[src/rtl/map_ctrl_pkg.sv]
// Shared types and constants for the ball stepping controller.
// Wrap-around at grid edges is enabled by defining BALL_WRAP_EN.
package map_ctrl_pkg;

  typedef enum logic [1:0] {
    UP    = 2'd0,
    DOWN  = 2'd1,
    LEFT  = 2'd2,
    RIGHT = 2'd3
  } dir_t;

  typedef enum logic [2:0] {
    S_IDLE,
    S_CALC,
    S_FETCH,
    S_WAIT,
    S_DECIDE
  } step_state_t;

  localparam int MAP_W = 160;
  localparam int MAP_H = 90;

  localparam logic [3:0] WALL = 4'd1;
  localparam logic [3:0] GOAL = 4'd2;

endpackage

[src/rtl/ball_step_calc.sv]
// Target tile from position and heading; flags off-grid targets.
// BALL_WRAP_EN turns grid edges into wrap-around instead of walls.
module ball_step_calc
  import map_ctrl_pkg::*;
#(
  parameter int WIDTH  = MAP_W,
  parameter int HEIGHT = MAP_H
) (
  input  logic [7:0] x_in,
  input  logic [6:0] y_in,
  input  dir_t       dir_in,
  output logic [7:0] tx_out,
  output logic [6:0] ty_out,
  output logic       off_grid_out
);

`ifdef BALL_WRAP_EN
  localparam bit WRAP = 1'b1;
`else
  localparam bit WRAP = 1'b0;
`endif

  localparam logic [7:0] XMAX = 8'(WIDTH - 1);
  localparam logic [6:0] YMAX = 7'(HEIGHT - 1);

  always_comb begin
    tx_out       = x_in;
    ty_out       = y_in;
    off_grid_out = 1'b0;
    unique case (dir_in)
      UP: begin
        if (y_in == 7'd0) begin
          if (WRAP) ty_out = YMAX;
          else      off_grid_out = 1'b1;
        end else begin
          ty_out = y_in - 7'd1;
        end
      end
      DOWN: begin
        if (y_in == YMAX) begin
          if (WRAP) ty_out = 7'd0;
          else      off_grid_out = 1'b1;
        end else begin
          ty_out = y_in + 7'd1;
        end
      end
      LEFT: begin
        if (x_in == 8'd0) begin
          if (WRAP) tx_out = XMAX;
          else      off_grid_out = 1'b1;
        end else begin
          tx_out = x_in - 8'd1;
        end
      end
      RIGHT: begin
        if (x_in == XMAX) begin
          if (WRAP) tx_out = 8'd0;
          else      off_grid_out = 1'b1;
        end else begin
          tx_out = x_in + 8'd1;
        end
      end
    endcase
  end

endmodule

[src/rtl/ball_step_ctrl.sv]
// Steps the ball one tile per STEP_FRAMES frames, checking the map BRAM.
// Edge behaviour selected by BALL_WRAP_EN (see ball_step_calc).
module ball_step_ctrl
  import map_ctrl_pkg::*;
#(
  parameter int         WIDTH       = MAP_W,
  parameter int         HEIGHT      = MAP_H,
  parameter int         START_X     = 4,
  parameter int         START_Y     = 4,
  parameter int         STEP_FRAMES = 4,
  parameter int         RD_LATENCY  = 2,
  parameter logic [3:0] WALL_TILE   = WALL,
  parameter logic [3:0] GOAL_TILE   = GOAL
) (
  input  logic                               pixel_clk_in,
  input  logic                               rst_in,
  input  logic                               new_frame_in,
  input  logic                               restart_in,
  input  logic                               dir_valid_in,
  input  logic [1:0]                         dir_in,
  output logic                               dir_ready_out,
  output logic                               tile_rd_out,
  output logic [$clog2(WIDTH*HEIGHT)-1:0]    tile_addr_out,
  input  logic [3:0]                         tile_data_in,
  output logic [7:0]                         ballx_out,
  output logic [6:0]                         bally_out,
  output logic                               moving_out,
  output logic                               goal_out
);

  localparam int AW = $clog2(WIDTH * HEIGHT);
  localparam int FW = (STEP_FRAMES > 1) ? $clog2(STEP_FRAMES) : 1;
  localparam logic [FW-1:0] F_LAST = FW'(STEP_FRAMES - 1);
  localparam logic [7:0] W_LAST = 8'((RD_LATENCY > 1) ? RD_LATENCY - 2 : 0);
  localparam logic [7:0] X0 = 8'(START_X);
  localparam logic [6:0] Y0 = 7'(START_Y);

  step_state_t   state_q, state_d;
  logic [FW-1:0] fcnt_q, fcnt_d;
  logic          due_q, due_d;
  dir_t          head_q, head_d;
  logic          mv_q, mv_d;
  logic          goal_q, goal_d;
  logic [7:0]    x_q, x_d, tx_q, tx_d, tx_c;
  logic [6:0]    y_q, y_d, ty_q, ty_d, ty_c;
  logic [AW-1:0] addr_q, addr_d;
  logic          rd_q, rd_d;
  logic [7:0]    wcnt_q, wcnt_d;
  logic          off_c;
  logic          wrap_c;

  ball_step_calc #(
    .WIDTH  (WIDTH),
    .HEIGHT (HEIGHT)
  ) u_calc (
    .x_in         (x_q),
    .y_in         (y_q),
    .dir_in       (head_q),
    .tx_out       (tx_c),
    .ty_out       (ty_c),
    .off_grid_out (off_c)
  );

  assign dir_ready_out = (state_q == S_IDLE) && !goal_q;
  assign wrap_c        = new_frame_in && (fcnt_q == F_LAST);

  always_comb begin
    state_d = state_q;
    fcnt_d  = fcnt_q;
    due_d   = due_q;
    head_d  = head_q;
    mv_d    = mv_q;
    goal_d  = goal_q;
    x_d     = x_q;
    y_d     = y_q;
    tx_d    = tx_q;
    ty_d    = ty_q;
    addr_d  = addr_q;
    rd_d    = 1'b0;
    wcnt_d  = wcnt_q;

    if (new_frame_in) fcnt_d = wrap_c ? '0 : fcnt_q + 1'b1;

    unique case (state_q)
      S_IDLE: begin
        if (dir_valid_in && dir_ready_out) begin
          head_d = dir_t'(dir_in);
          mv_d   = 1'b1;
        end
        if (due_q) begin
          due_d = 1'b0;
          if (mv_q && !goal_q) state_d = S_CALC;
        end
      end
      S_CALC: begin
        tx_d = tx_c;
        ty_d = ty_c;
        if (off_c) begin
          mv_d    = 1'b0;
          state_d = S_IDLE;
        end else begin
          addr_d  = AW'(tx_c) + AW'(ty_c) * AW'(WIDTH);
          rd_d    = 1'b1;
          state_d = S_FETCH;
        end
      end
      S_FETCH: begin
        wcnt_d  = '0;
        state_d = (RD_LATENCY == 1) ? S_DECIDE : S_WAIT;
      end
      S_WAIT: begin
        if (wcnt_q == W_LAST) state_d = S_DECIDE;
        else                  wcnt_d  = wcnt_q + 8'd1;
      end
      S_DECIDE: begin
        state_d = S_IDLE;
        if (tile_data_in == WALL_TILE) begin
          mv_d = 1'b0;
        end else begin
          x_d = tx_q;
          y_d = ty_q;
          if (tile_data_in == GOAL_TILE) begin
            goal_d = 1'b1;
            mv_d   = 1'b0;
          end
        end
      end
      default: state_d = S_IDLE;
    endcase

    // A frame wrap on the same cycle as the IDLE clear must not be lost
    if (wrap_c) due_d = 1'b1;

    if (restart_in) begin
      state_d = S_IDLE;
      fcnt_d  = '0;
      due_d   = 1'b0;
      head_d  = UP;
      mv_d    = 1'b0;
      goal_d  = 1'b0;
      x_d     = X0;
      y_d     = Y0;
      tx_d    = '0;
      ty_d    = '0;
      addr_d  = '0;
      rd_d    = 1'b0;
      wcnt_d  = '0;
    end
  end

  always_ff @(posedge pixel_clk_in or posedge rst_in) begin
    if (rst_in) begin
      state_q <= S_IDLE;
      fcnt_q  <= '0;
      due_q   <= 1'b0;
      head_q  <= UP;
      mv_q    <= 1'b0;
      goal_q  <= 1'b0;
      x_q     <= X0;
      y_q     <= Y0;
      tx_q    <= '0;
      ty_q    <= '0;
      addr_q  <= '0;
      rd_q    <= 1'b0;
      wcnt_q  <= '0;
    end else begin
      state_q <= state_d;
      fcnt_q  <= fcnt_d;
      due_q   <= due_d;
      head_q  <= head_d;
      mv_q    <= mv_d;
      goal_q  <= goal_d;
      x_q     <= x_d;
      y_q     <= y_d;
      tx_q    <= tx_d;
      ty_q    <= ty_d;
      addr_q  <= addr_d;
      rd_q    <= rd_d;
      wcnt_q  <= wcnt_d;
    end
  end

  assign tile_rd_out   = rd_q;
  assign tile_addr_out = addr_q;
  assign ballx_out     = x_q;
  assign bally_out     = y_q;
  assign moving_out    = mv_q;
  assign goal_out      = goal_q;

endmodule

[config.mk]
export PLATFORM = sky130hd
export DESIGN_NAME = ball_step_ctrl
export DESIGN_NICKNAME = d
export VERILOG_FILES = /design/src/rtl/map_ctrl_pkg.sv /design/src/rtl/ball_step_calc.sv /design/src/rtl/ball_step_ctrl.sv
export SDC_FILE = /design/constraint.sdc
export NUM_CORES = 1
export LEC_CHECK = 0
export CAP_MARGIN = 20
export CORE_UTILIZATION = 45
export CTS_CLUSTER_SIZE = 30
export DETAILED_ROUTE_END_ITERATION = 10
export GPL_TIMING_DRIVEN = 0
export PLACE_DENSITY = 0.77
export SYNTH_ARGS = -nofsm -noshare
export SYNTH_HDL_FRONTEND = slang
export SYNTH_SLANG_ARGS = --single-unit
[constraint.sdc]
create_clock -name pixel_clk_in -period 4 [get_ports pixel_clk_in]
set_input_delay 0.8 -clock pixel_clk_in [delete_from_list [all_inputs] [get_ports pixel_clk_in]]
set_output_delay 0.8 -clock pixel_clk_in [all_outputs]
set_load 0.02 [all_outputs]
Yosys cells after proc, flatten, opt, wreduce, memory -nomap -nowiden
Cells that the tools add are included.

storage, ports and cells
  flip-flop bits (word level) = 63
  logic and storage cells = 123
  output and inout port bits = 33
  input bits = 11

cells by class
  equality and inequality tests = 21
  add/sub/neg operators = 7
  multipliers = 1
  muxes and demuxes = 55
  reductions and logical operators = 26

operators with widths
  kind                   count
  $mux W8                9
  $mux W7                7
  $mux W14               3
  $pmux W8 S2            2
  $mux W1                19
  $add A8 B1 Y8 const B  2
  $logic_not A8 Y1       2
  $add A8 B14 Y14        1
  $mux W2                7
  $pmux W7 S2            1
  $mux W3                4
  $ne A3 B3 Y1 const B   4
  $pmux W3 S4            1
  $reduce_bool A2 Y1     6
  $mul A7 B3 Y9 const B  1
  $eq A8 B8 Y1 const B   1
  $reduce_and A2 Y1      4
  $sub A8 B1 Y8 const B  1
  $add A7 B1 Y7 const B  1
  $eq A7 B7 Y1 const B   1
  $logic_not A7 Y1       1
  $sub A7 B1 Y7 const B  1
  $eq A2 B2 Y1 const B   3
  $eq A3 B2 Y1 const B   2
  19 further kinds       26

Logic depth before layout (Yosys ltp)
  depth in word-level cells = 8
  depth in mapped cells = 15
  mapped depth without buffers = 15

Cells and area by module
From an unflattened synthesis, not the netlist that was laid out.

second synthesis, totals
  cells, all modules = 460
  area, all modules = 4135.2 um^2

by module, submodules not included
  module          area an instance (um^2)  cells each  seq. area each (um^2)  times used
  ball_step_ctrl  3185.6                   322         1579.0                 1
  ball_step_calc  949.7                    138         0.0                    1

Least setup slack after synthesis
OpenSTA, ideal clock, no wires.

  kind = reg2reg
  from = register y_q[0] (netlist: bally_out[0])
  to = register addr_q[13] (netlist: tile_addr_out[13])
  cell stages (with the launch flop) = 16
  arrival time = 4.006 ns
  slack = -0.133 ns
  path buffers = 0
  required time = 3.874 ns
  cells stage by stage = dfrtp_1 inv_1 ha_1 nor2b_1 a21oi_1 a22oi_1 o31ai_1 ha_1 ha_1 fa_1 xor2_1 o2111ai_1 nor4bb_1 xnor2_1 nor4b_1 a311o_1

between the ends
  cells in the longest elaborated chain, start to end = 8

ends and longest elaborated chain
  item                                         RTL line                                    source
  from (decl)                                  ball_step_ctrl.sv:45                        logic [6:0] y_q, y_d, ty_q, ty_d, ty_c;
  from (signal assigned)                       ball_step_ctrl.sv:174                       y_q <= y_d;
  $add A7 B1 Y7, or another cell as far along  ball_step_calc.sv:44                        ty_out = y_in + 7'd1;
  $mux W7, on equally long branches            ball_step_calc.sv:40, ball_step_calc.sv:32
  $pmux W7 S2                                  ball_step_calc.sv:30                        unique case (dir_in)
  $mul A7 B3 Y9                                ball_step_ctrl.sv:102                       addr_d = AW'(tx_c) + AW'(ty_c) * AW'(WIDTH);
  $add A8 B14 Y14                              ball_step_ctrl.sv:102
  $mux W14                                     ball_step_ctrl.sv:98                        if (off_c) begin
  $mux W14                                     ball_step_ctrl.sv:84                        unique case (state_q)
  $mux W14                                     ball_step_ctrl.sv:134                       if (restart_in) begin
  to (signal assigned)                         ball_step_ctrl.sv:177                       addr_q <= addr_d;
  to (decl)                                    ball_step_ctrl.sv:46                        logic [AW-1:0] addr_q, addr_d;

Parallel ways exist; a longest one is shown, timed or not. The select of a mux whose other input is x is not followed.
A chain may end at the register's enable or synchronous reset.

Worst setup path after layout
  from = register y_q[2] (netlist: bally_out[2])
  to = register addr_q[13] (netlist: tile_addr_out[13])

Same word-level chain as after synthesis.

==> results.ini <==
[worst_setup_path]
crit_fanout = 10
slowest_delay_ns = 0.54
critPathLaunchType = register
crit_buf_inv = 1
slowest_stage = dfstp_2
end_kind = register
crit_chain = buf_6 -> and4bb_2 -> a311oi_4 -> mux2i_1 -> o31a_1 -> ha_1 -> ha_4 -> fa_2 -> a211oi_4 -> o22ai_1 -> nor4bb_4 -> xnor2_2 -> nor4b_2 -> a311o_1
required_ns = 4.24
crit_family = compound AO/OA/AOI/OAI gates
critical_path_class = reg2reg
cp.arrival_ns = 4.23

[clock_tree]
clock_sinks = 63
cts_max_path_buffers = 2
numCtsBuffers = 9
clockRootBuffer = clkbuf_8
clk_latency_ns = 0.35
ctsHoldBuffers = 0
path_clk_slew_ns = 0.07
cts_tree = done
htreeDepth = 3

[pwr]
powerDensity_nw_per_um2 = 259
finalPower_mw = 1.33
leakage_nw = 2.13
irDropWorstVdd_mv = 0.150

[sta]
worst_pin_slew_ns = 0.784
slew_headroom_pct = 47.6
finalCritPeriodShare_pct = 99.8
fmax_mhz = 251
clock_skew_ns = 0.00572
hold_viol = 0
fin_tns_setup_ns = 0
fin_crit_ns = 3.99
drv_slew = 0
setup_viol = 0
hold_ws_ns = 0.480
rsz0062_at_grt = true

[finish]
stdcell_count = 612
final_util_pct = 59.1
fillers = 769
area_growth_pct = 27.5
nNetsFinal = 534
diodes = 0
drive_gt1_share_pct = 19.2

[floorplan]
die-width_um = 96.6
io-pin-count = 44
core_um2 = 8680
row_count = 34
dieArea_um2 = 9320
initial_core_util_pct = 46.4
die_h_um = 96.6

[yosys]
ys_types = 68
synthAdderAreaFrac_pct = 7.84
synthMuxAreaShare_pct = 7.37
synthTopCellsByCount = dfrtp_1, nor2_1, nand2_1, mux2i_1, ha_1
syn-mean-instance-area_um2 = 9.36
synth_top_area_share_pct = 37.9
syn-num-nets = 465
synth_xor_area_share_pct = 4.14
synth_top_family_by_area = simple AND/OR/NAND/NOR gates
synth-simple-area-share_pct = 18.8
ys_ff_latch = 63
synth_compound_area_share_pct = 17.8
yosys_warnings = 0
synth_most_common_cell = dfrtp_1
syn_inst = 430
yosys.area.top_type = dfrtp_1
ys_seq_area_share_pct = 39.2
synth_flop_cell = dfrtp_1
syn-cell-area_um2 = 4020
async_reset_ff_share_pct = 100
synth.area.top_cells = dfrtp_1, ha_1, mux2i_1
synth_edf_count = 0

[global_route]
antenna_found_initial = 0
grt_max_degree = 37
grt_pass1_vias = 3626
grt_overflow = 0
track_usage_pct = 25.5
grt_pass1_wl_um = 17800

[flow_run]
maxCapViolCount = 0

[drt]
routed_wl_um = 10900
drc = 0
via_per_inst = 6.06
dr.pass1.iters = 4
wl_per_cell_um = 17.9
num_vias = 3709
drtAntennaViolNets = 0
drt_iter0_markers = 232

[placement]
gp_congestion = 0.895
hpwl_um = 7410
port_buffers = 42
dp_cells = 581

[outcome]
status = finished, final reports clean

[hold_path]
holdCritPathClass = reg2reg

[layout make-up]
type,instances,area [um2],area share (%)
Multi-Input combinational cell,320,2480,48.3
Inverter,22,83.8,1.63
Sequential cell,63,1580,30.8
Clock inverter,3,17.5,0.341
Timing Repair Buffer,58,553,10.8
Tap cell,108,135,2.63
Buffer,25,123,2.39
Clock buffer,13,159,3.10
[through the flow]
stage / setup slack [ns] / cell area [um2]
5_1_grt: -0.132 / 5130
3_5_place_dp: -0.489 / 4610
2_1_floorplan: 0.0561 / 4040
6_report: 0.00974 / 5130
3_3_place_gp: -0.434 / 4590
4_1_cts: 0.000608 / 4940
[final timing paths]
kind | from | end | slack (ns) | cells past startpoint
hold reg to reg | tx_q[3]$_DFFE_PP0N_ | tx_q[3]$_DFFE_PP0N_ | 0.48 | 2
hold / removal | tx_q[3]$_DFFE_PP0N_ | tx_q[3]$_DFFE_PP0N_ | 0.48 | 2
setup / recovery | bally_out[2]$_DFFE_PP1P_ | tile_addr_out[13]$_DFFE_PP0P_ | 0.01 | 14
min in group asynchronous | rst_in | tx_q[5]$_DFFE_PP0N_ | 0.93 | 2
setup reg to reg | bally_out[2]$_DFFE_PP1P_ | tile_addr_out[13]$_DFFE_PP0P_ | 0.01 | 14
max in group asynchronous | rst_in | due_q$_DFFE_PP0P_ | 2.46 | 3
[cells by family after synthesis]
family,Yosys count
xor gates and xnor gates,19
adders and majority gates,24
and+or+nand+nor,149
buffers and inverters,47
muxes,29
AOI/OAI and AO/OA,99
DFF,63
[report_power, final]
group | leakage (nW) | switching, mW | internal (mW)
combinational | 1.18 | 0.0998 | 0.0663
clock | 0.0894 | 0.258 | 0.257
sequential | 0.860 | 0.00426 | 0.644
[tightest hold or removal path, stage by stage, from the launching register on]
cell and delay, ns:
dfrtp_1 0.35, nand2_1 0.05, o31ai_1 0.05
[registers in the layout, summed over array words and instances (netlist names)]
register,flops
tile_rd_out,1
state_q,3
wcnt_q,8
moving_out,1
head_q,2
fcnt_q,2
tile_addr_out,14
due_q,1
ty_q,7
bally_out,7
goal_out,1
tx_q,8
ballx_out,8
[timing repair]
action	4_1_cts	5_1_grt
endpoints found under the setup margin	1	1
pin swaps	6	12
buffers inserted	9	6
gates resized for setup	17	31
[cells in the final DEF (no fill, tap or decap), types with 5 or more instances in the layout]
master | Yosys | routed
nor3_1 | 13 | 12
buf_2 | 6 | 5
nand2_1 | 33 | 32
nor2_1 | 54 | 54
inv_1 | 19 | 16
a21oi_1 | 19 | 18
clkbuf_8 | 0 | 11
ha_1 | 22 | 16
a211oi_1 | 11 | 8
and3_1 | 8 | 8
clkbuf_1 | 15 | 15
nand3_1 | 6 | 6
clkdlybuf4s50_1 | 0 | 42
buf_4 | 1 | 15
dfrtp_1 | 61 | 58
o21ai_0 | 14 | 12
o31ai_1 | 7 | 5
xor2_1 | 12 | 11
mux2i_1 | 24 | 24
xnor2_1 | 7 | 5
a31oi_1 | 6 | 6
mux2_2 | 5 | 5
nand4_1 | 6 | 6
[per-layer routing]
| layer | track usage, % | share of wire (%) | up-vias |
|---|---|---|---|
| met5 | 0 | 0 | - |
| met4 | 13.8 | 3.7 | 0 |
| met2 | 40.3 | 48 | 156 |
| met3 | 4.54 | 5.8 | 39 |
| li1 | - | - | 1705 |
| met1 | 33.1 | 42 | 1809 |
No activity file was read; power rests on OpenSTA's default activity.
